`src/rtl/exe_stage.sv`:
```
// Execute stage: operand forwarding, 16-bit ALU, branch resolve, EXE/MEM output latch on falling edge.
// Optional EXE_MUL_EN adds an iterative shift-add multiplier (aluop F) that raises busy_out.
module exe_stage #(
    parameter logic [3:0] NOREG   = 4'hF,
    parameter int         MUL_CYC = 16
) (
    input  logic        clk,
    input  logic        rst,
    input  logic        stall_in,
    input  logic [15:0] rdata1,
    input  logic [15:0] rdata2,
    input  logic [15:0] imme,
    input  logic [15:0] pc,
    input  logic [3:0]  rreg1,
    input  logic [3:0]  rreg2,
    input  logic [3:0]  wreg,
    input  logic [3:0]  aluop,
    input  logic [1:0]  controlb,
    input  logic        ifjump,
    input  logic [1:0]  jorb,
    input  logic [1:0]  controlmem,
    input  logic        controlwb,
    input  logic [3:0]  mem_wreg,
    input  logic [3:0]  wb_wreg,
    input  logic [15:0] mem_wdata,
    input  logic [15:0] wb_wdata,
    input  logic        mem_wen,
    input  logic        wb_wen,
    output logic [15:0] alu_res_out,
    output logic [15:0] memdata_out,
    output logic [3:0]  wreg_out,
    output logic [1:0]  controlmem_out,
    output logic        controlwb_out,
    output logic        jump_out,
    output logic [15:0] jump_target_out,
    output logic        busy_out
);
    logic [15:0] fa, fb, op_a, op_b, alu_y, mul_res;
    logic        taken, busy, mul_done;
    logic [15:0] jtgt;

    logic [15:0] alu_res_q, memdata_q, jump_target_q;
    logic [3:0]  wreg_q;
    logic [1:0]  controlmem_q;
    logic        controlwb_q, jump_q;

    always_comb begin
        fa = rdata1;
        if (mem_wen && mem_wreg == rreg1 && rreg1 != NOREG)     fa = mem_wdata;
        else if (wb_wen && wb_wreg == rreg1 && rreg1 != NOREG)  fa = wb_wdata;
        fb = rdata2;
        if (mem_wen && mem_wreg == rreg2 && rreg2 != NOREG)     fb = mem_wdata;
        else if (wb_wen && wb_wreg == rreg2 && rreg2 != NOREG)  fb = wb_wdata;
    end

    always_comb begin
        op_a = fa;
        op_b = fb;
        case (controlb)
            2'b00: begin op_a = fa; op_b = fb;    end
            2'b01: begin op_a = fa; op_b = imme;  end
            2'b10: begin op_a = pc; op_b = imme;  end
            default: begin op_a = fa; op_b = 16'h0; end
        endcase
    end

    always_comb begin
        alu_y = 16'h0;
        case (aluop)
            4'h0: alu_y = op_a + op_b;
            4'h1: alu_y = op_a - op_b;
            4'h2: alu_y = op_a & op_b;
            4'h3: alu_y = op_a | op_b;
            4'h4: alu_y = op_a ^ op_b;
            4'h5: alu_y = ~op_a;
            4'h6: alu_y = op_a << op_b[3:0];
            4'h7: alu_y = op_a >> op_b[3:0];
            4'h8: alu_y = $unsigned($signed(op_a) >>> op_b[3:0]);
            4'h9: alu_y = {15'h0, $signed(op_a) < $signed(op_b)};
            4'hA: alu_y = {15'h0, op_a < op_b};
            4'hB: alu_y = {15'h0, op_a != op_b};
            4'hC: alu_y = op_b;
            default: alu_y = 16'h0;
        endcase
    end

    always_comb begin
        taken = 1'b0;
        jtgt  = pc + imme;
        if (ifjump) begin
            case (jorb)
                2'b00: taken = 1'b1;
                2'b01: begin taken = 1'b1; jtgt = fa; end
                2'b10: taken = (fa == 16'h0);
                default: taken = (fa != 16'h0);
            endcase
        end
    end

`ifdef EXE_MUL_EN
    localparam int CW = $clog2(MUL_CYC);
    typedef enum logic [1:0] {IDLE, MUL, DONE} mul_state_t;

    mul_state_t  state_q, state_d;
    logic [CW-1:0] cnt_q, cnt_d;
    logic [15:0] mcand_q, mcand_d, mplier_q, mplier_d, acc_q, acc_d, addend;

    always_ff @(negedge clk) begin
        if (rst) begin
            state_q  <= IDLE;
            cnt_q    <= '0;
            mcand_q  <= 16'h0;
            mplier_q <= 16'h0;
            acc_q    <= 16'h0;
        end else if (!stall_in) begin
            state_q  <= state_d;
            cnt_q    <= cnt_d;
            mcand_q  <= mcand_d;
            mplier_q <= mplier_d;
            acc_q    <= acc_d;
        end
    end

    // The last partial product is folded in during DONE, so IDLE plus MUL spans MUL_CYC busy cycles.
    always_comb begin
        state_d  = state_q;
        cnt_d    = cnt_q;
        mcand_d  = mcand_q;
        mplier_d = mplier_q;
        acc_d    = acc_q;
        busy     = 1'b0;
        mul_done = 1'b0;
        addend   = mplier_q[0] ? mcand_q : 16'h0;
        mul_res  = acc_q + addend;
        case (state_q)
            IDLE: if (aluop == 4'hF) begin
                busy     = 1'b1;
                state_d  = MUL;
                cnt_d    = CW'(MUL_CYC - 1);
                mcand_d  = fa;
                mplier_d = fb;
                acc_d    = 16'h0;
            end
            MUL: begin
                busy     = 1'b1;
                acc_d    = acc_q + addend;
                mcand_d  = mcand_q << 1;
                mplier_d = mplier_q >> 1;
                cnt_d    = cnt_q - 1'b1;
                if (cnt_d == '0) state_d = MUL == MUL ? DONE : DONE;
            end
            default: begin
                mul_done = 1'b1;
                state_d  = IDLE;
            end
        endcase
    end
`else
    assign busy     = 1'b0;
    assign mul_done = 1'b0;
    assign mul_res  = 16'h0;
`endif

    always_ff @(negedge clk) begin
        if (rst) begin
            alu_res_q     <= 16'h0;
            memdata_q     <= 16'h0;
            jump_target_q <= 16'h0;
            wreg_q        <= NOREG;
            controlmem_q  <= 2'b11;
            controlwb_q   <= 1'b0;
            jump_q        <= 1'b0;
        end else if (stall_in) begin
            jump_q <= 1'b0;
        end else if (busy) begin
            wreg_q       <= NOREG;
            controlmem_q <= 2'b11;
            controlwb_q  <= 1'b0;
            jump_q       <= 1'b0;
        end else begin
            alu_res_q     <= mul_done ? mul_res : alu_y;
            memdata_q     <= fb;
            jump_target_q <= jtgt;
            wreg_q        <= wreg;
            controlmem_q  <= controlmem;
            controlwb_q   <= controlwb;
            jump_q        <= taken;
        end
    end

    assign alu_res_out     = alu_res_q;
    assign memdata_out     = memdata_q;
    assign jump_target_out = jump_target_q;
    assign wreg_out        = wreg_q;
    assign controlmem_out  = controlmem_q;
    assign controlwb_out   = controlwb_q;
    assign jump_out        = jump_q;
    assign busy_out        = busy;
endmodule

```
`config.mk`:
```
export PLATFORM = sky130hd
export DESIGN_NAME = exe_stage
export DESIGN_NICKNAME = d
export VERILOG_FILES = /design/src/rtl/exe_stage.sv
export SDC_FILE = /design/constraint.sdc
export NUM_CORES = 1
export LEC_CHECK = 0
export ABC_AREA = 1
export CAP_MARGIN = 20
export CORE_UTILIZATION = 45
export CTS_BUF_LIST = sky130_fd_sc_hd__clkbuf_8
export DETAILED_ROUTE_END_ITERATION = 8
export PLACE_DENSITY = 0.72
export SLEW_MARGIN = 40
export SYNTH_ARGS = -nofsm -noshare
export SYNTH_HDL_FRONTEND = slang
export SYNTH_SLANG_ARGS = --single-unit
export TNS_END_PERCENT = 5
```
`constraint.sdc`:
```
create_clock -name clk -period 5.3 [get_ports clk]
set_input_delay 0.795 -clock clk [delete_from_list [all_inputs] [get_ports clk]]
set_output_delay 0.795 -clock clk [all_outputs]
set_load 0.02 [all_outputs]
```
# == After elaboration in Yosys (flattened, before gate mapping) ==
# Cells that the tools add are included.
# word_totals
reg_bits,56
latchBits,0
ramBits,0
rom_bits,0
input_bits,133
out_inout_bits,57
word_cells,69
memories,0
# op_classes
addsub,3
n_mul,0
div,0
magnitude_cmp,2
eq_ne,23
shifts,3
mux,10
bitwise_logic,5
n_reduce_logical,16
# ops
operator,count
$pmux W16 S13,1
$mux W16,7
$add A16 B16 Y16,2
$lt A16 B16 Y1,2
$pmux W16 S2,1
$eq A4 B4 Y1 const B,5
$and A16 B16 Y16,1
$eq A4 B3 Y1 const B,4
$eq A4 B4 Y1,4
$logic_not A16 Y1,1
$ne A16 B16 Y1,1
$not A16 Y16,1
$or A16 B16 Y16,1
$reduce_bool A16 Y1,1
$shl A16 B4 Y16,1
$shr A16 B4 Y16,1
$sshr A16 B4 Y16,1
$sub A16 B16 Y16,1
$xor A16 B16 Y16,1
$eq A4 B2 Y1 const B,2
$logic_and A1 B1 Y1,8
$ne A4 B4 Y1 const B,2
$eq A2 B1 Y1 const B,2
$eq A2 B2 Y1 const B,2
other kinds (7),9

# == Logic depth before layout (Yosys ltp) ==
# Gate-level depths: netlist of run 1.
# logic_depth
word_depth,8
depth_mapped,32
depth_no_buf,31

==> impl_metrics.json, run 1 <==
{
  "grt_setup_unrepaired": "yes",
  "fin_ws_ns": -1.35,
  "cts-root-buf": "clkbuf_8",
  "die_h_um": 142,
  "cts_max_path_buffers": 2,
  "finClkSkew_ns": 0,
  "grt_pass1_wl_um": 70200,
  "relSlewSlack_pct": 51.7,
  "crit_fanout": 7,
  "power.total_w": 0.00298,
  "synth_edf_count": 0,
  "cp_data_required_time_ns": 2.95,
  "hold_viol": 0,
  "cp_common_cell": "nand2_1",
  "insertion_delay_ns": 0.42,
  "cts_tree": "yes",
  "avgSynthCellArea_um2": 5.73,
  "grt_use_total_pct": 45.2,
  "start_util_pct": 46.5,
  "nets": 2345,
  "dp_cells": 2265,
  "syn_inst": 1533,
  "reg2regPathDepth": 1,
  "setup_violations": 20,
  "ys.flop_type": "dfxtp_1",
  "p_per_area_mw_per_mm2": 196,
  "htreeDepth": 2,
  "core_area_mm2": 0.0189,
  "die_w_um": 142,
  "ys_ff_latch": 56,
  "hold_ws_ns": 0.448,
  "synth_top_area_share_pct": 19.4,
  "crit_type": "input port to flop",
  "synth_nets": 1738,
  "stdcell_count": 2401,
  "core.rowCount": 50,
  "drc": 1,
  "hp-class": "flop to flop",
  "grt_max_degree": 41,
  "pin_count": 190,
  "drtAntennaViolNets": 0,
  "yosysUniqueCellTypes": 53,
  "syn_area_mm2": 0.00878,
  "wl_um": 50100,
  "vias": 14422,
  "via_per_inst": 6.01,
  "synth_seq_area_share_pct": 12.8,
  "crit_path_top_delay_cell": "o21ai_1",
  "dieArea_mm2": 0.0201,
  "critPathMaxStageDelay_ns": 0.28,
  "min_path_cells": 2,
  "hold_buffers": 0,
  "syn_to_final_growth_pct": 73.2,
  "arrival_ns": 4.31,
  "peakVddDrop_uv": 129,
  "dpl.hpwl_um": 34700,
  "cts_made_buffers": 5,
  "grt_pass1_vias": 13264,
  "path_clk_slew_ns": 0.04,
  "cts.sinks": 56,
  "synthTopCellsByArea": "nand2_1 19%, dfxtp_1 13%, nand3_1 13%",
  "r2r_slack_ns": 4.57,
  "first_iter_violations": 1777,
  "antenna_cells": 0,
  "synthArstFlopShare_pct": 0,
  "yosysWarnings": 0,
  "startpoint_type": "input port",
  "port_buffers": 188,
  "cap_violations": 0,
  "tightest_slew_ns": 0.722,
  "place.gp.congestion": 1.05,
  "wl_per_cell_um": 20.9,
  "outcome": "complete, but fails checks",
  "drv_slew": 0,
  "cp-end-kind": "flop",
  "drive_gt1_share_pct": 33.9,
  "violations": "design-rule violations, negative setup slack",
  "overflow": 0,
  "antenna_found_initial": 0,
  "synth_top_area_cell": "nand2_1",
  "total_leakage_power_nw": 7.76,
  "dr.pass1.iters": 9
}
## cell usage after synthesis, types with 12 or more instances
master,count
buf_2,12
inv_2,15
nand4_1,16
or2_2,24
nor2_1,91
ha_1,69
dfxtp_1,56
nand2_2,21
o21ai_1,14
inv_1,160
a32o_1,12
clkbuf_1,30
o21ai_0,100
nand3_1,223
nand2_1,455
a21oi_1,69
nand3_2,21
nor3_1,13
## area by class of cell
type                    instances  area (um^2)
clock buffers                   5         68.8
clock inverters                59          244
fillers                      1282         3670
inverters                     176          691
multi-input cells            1237         7540
flip-flops and latches         56         1120
well taps                     260          325
repair buffers                608         5230
## critical path, delay by kind of cell
kind                     cells  cell delay (ns)
AND/OR/NAND/NOR             16             1.63
AO/OA/AOI/OAI                7             1.08
buffers and inverters        5             0.59
adder cells (fa/ha/maj)      1             0.21
## registers in the layout, summed over array words and instances, names as in the netlist
name / cells
memdata_out: 16
alu_res_out: 16
jump_target_out: 16
controlwb_out: 1
jump_out: 1
wreg_out: 4
controlmem_out: 2
## cell usage in the layout, fill, tap and decap left out, types with 6 or more instances in the layout
| cell type | count |
|---|---|
| nand3_1 | 204 |
| clkdlybuf4s50_1 | 158 |
| ha_2 | 6 |
| nor2_4 | 16 |
| nand2_2 | 56 |
| or2_2 | 24 |
| dlymetal6s2s_1 | 7 |
| nand2_4 | 9 |
| nand2_1 | 413 |
| a32o_1 | 12 |
| nor2_2 | 11 |
| ha_1 | 44 |
| nor2_1 | 76 |
| dfxtp_1 | 56 |
| nor3_1 | 7 |
| buf_6 | 14 |
| o21ai_2 | 17 |
| inv_2 | 30 |
| buf_12 | 15 |
| o21ai_0 | 59 |
| a21oi_2 | 11 |
| o22a_1 | 6 |
| buf_2 | 10 |
| o211ai_1 | 8 |
| buf_4 | 395 |
| nor3_2 | 6 |
| a21oi_1 | 54 |
| nand3_2 | 35 |
| inv_4 | 8 |
| o22ai_1 | 9 |
| inv_1 | 192 |
| nand3b_1 | 9 |
| nand3_4 | 7 |
| ha_4 | 19 |
| nand4_1 | 16 |
| o21ai_1 | 37 |
## path summary, 6_finish.rpt
path | startpoint | to
min | alu_res_out[0]$_SDFFE_NP0N_ | alu_res_out[0]$_SDFFE_NP0N_
max reg2reg | memdata_out[0]$_SDFFE_NP0N_ | memdata_out[0]$_SDFFE_NP0N_
max | rreg2[2] | alu_res_out[12]$_SDFFE_NP0N_
min reg2reg | alu_res_out[0]$_SDFFE_NP0N_ | alu_res_out[0]$_SDFFE_NP0N_
## logic make-up after synthesis
kind of cell / after synthesis / share of synthesized area, %
compound gates: 256 / 17.1
xor+xnor: 10 / 0.997
buf+inv: 242 / 12.1
fa+ha+maj: 72 / 10.5
flops: 56 / 12.8
simple gates: 896 / 46.4
other cells: 1 / 0.0427
## layer usage
layer  global-route usage (%)  wire length [um]  vias to the layer above
li1                         -                 -                     6288
met4                     29.0              4580                        0
met5                        0                 0                        -
met3                     11.1              6300                      403
met2                     70.3             20700                     1278
met1                     55.7             18500                     6453
## per-stage QoR
step | setup TNS (ns) | cell area (um^2) | setup slack, ns | util (%)
2_1_floorplan | -13.96 | 8930 | -0.976 | -
3_3_place_gp | -40.05 | 13500 | -2.24 | 71.3
3_5_place_dp | -42.50 | 13500 | -2.30 | 71.3
4_1_cts | -16.91 | 14700 | -1.04 | 77.9
5_1_grt | -24.76 | 15200 | -1.68 | 80.5
6_report | -20.17 | 15200 | -1.35 | 80.5
## repair_timing
item                       4_1_cts  5_1_grt
cloned                           1        1
setup buffers                   58       14
resized for setup              230      118
pin swaps                       74       76
setup endpoints to repair       26       28
## where the power goes
group          internal (W)  total, W  switching [W]  leakage (nW)
Clock              0.000155  0.000510       0.000355         0.349
Combinational      0.000894   0.00199        0.00110          6.95
Sequential         0.000456  0.000480      0.0000240         0.461
Note: power is estimated with default switching activity, not from simulation.
==> run 2: changes to the inputs <==
--- a/config.mk
+++ b/config.mk
@@ -11,7 +11,7 @@
 export CTS_BUF_LIST = sky130_fd_sc_hd__clkbuf_8
 export DETAILED_ROUTE_END_ITERATION = 8
 export PLACE_DENSITY = 0.72
-export SLEW_MARGIN = 40
+export SLEW_MARGIN = 20
 export SYNTH_ARGS = -nofsm -noshare
 export SYNTH_HDL_FRONTEND = slang
 export SYNTH_SLANG_ARGS = --single-unit
==> results of run 2 <==
The final DEF is identical to that of run 1; final timing and power are the same.
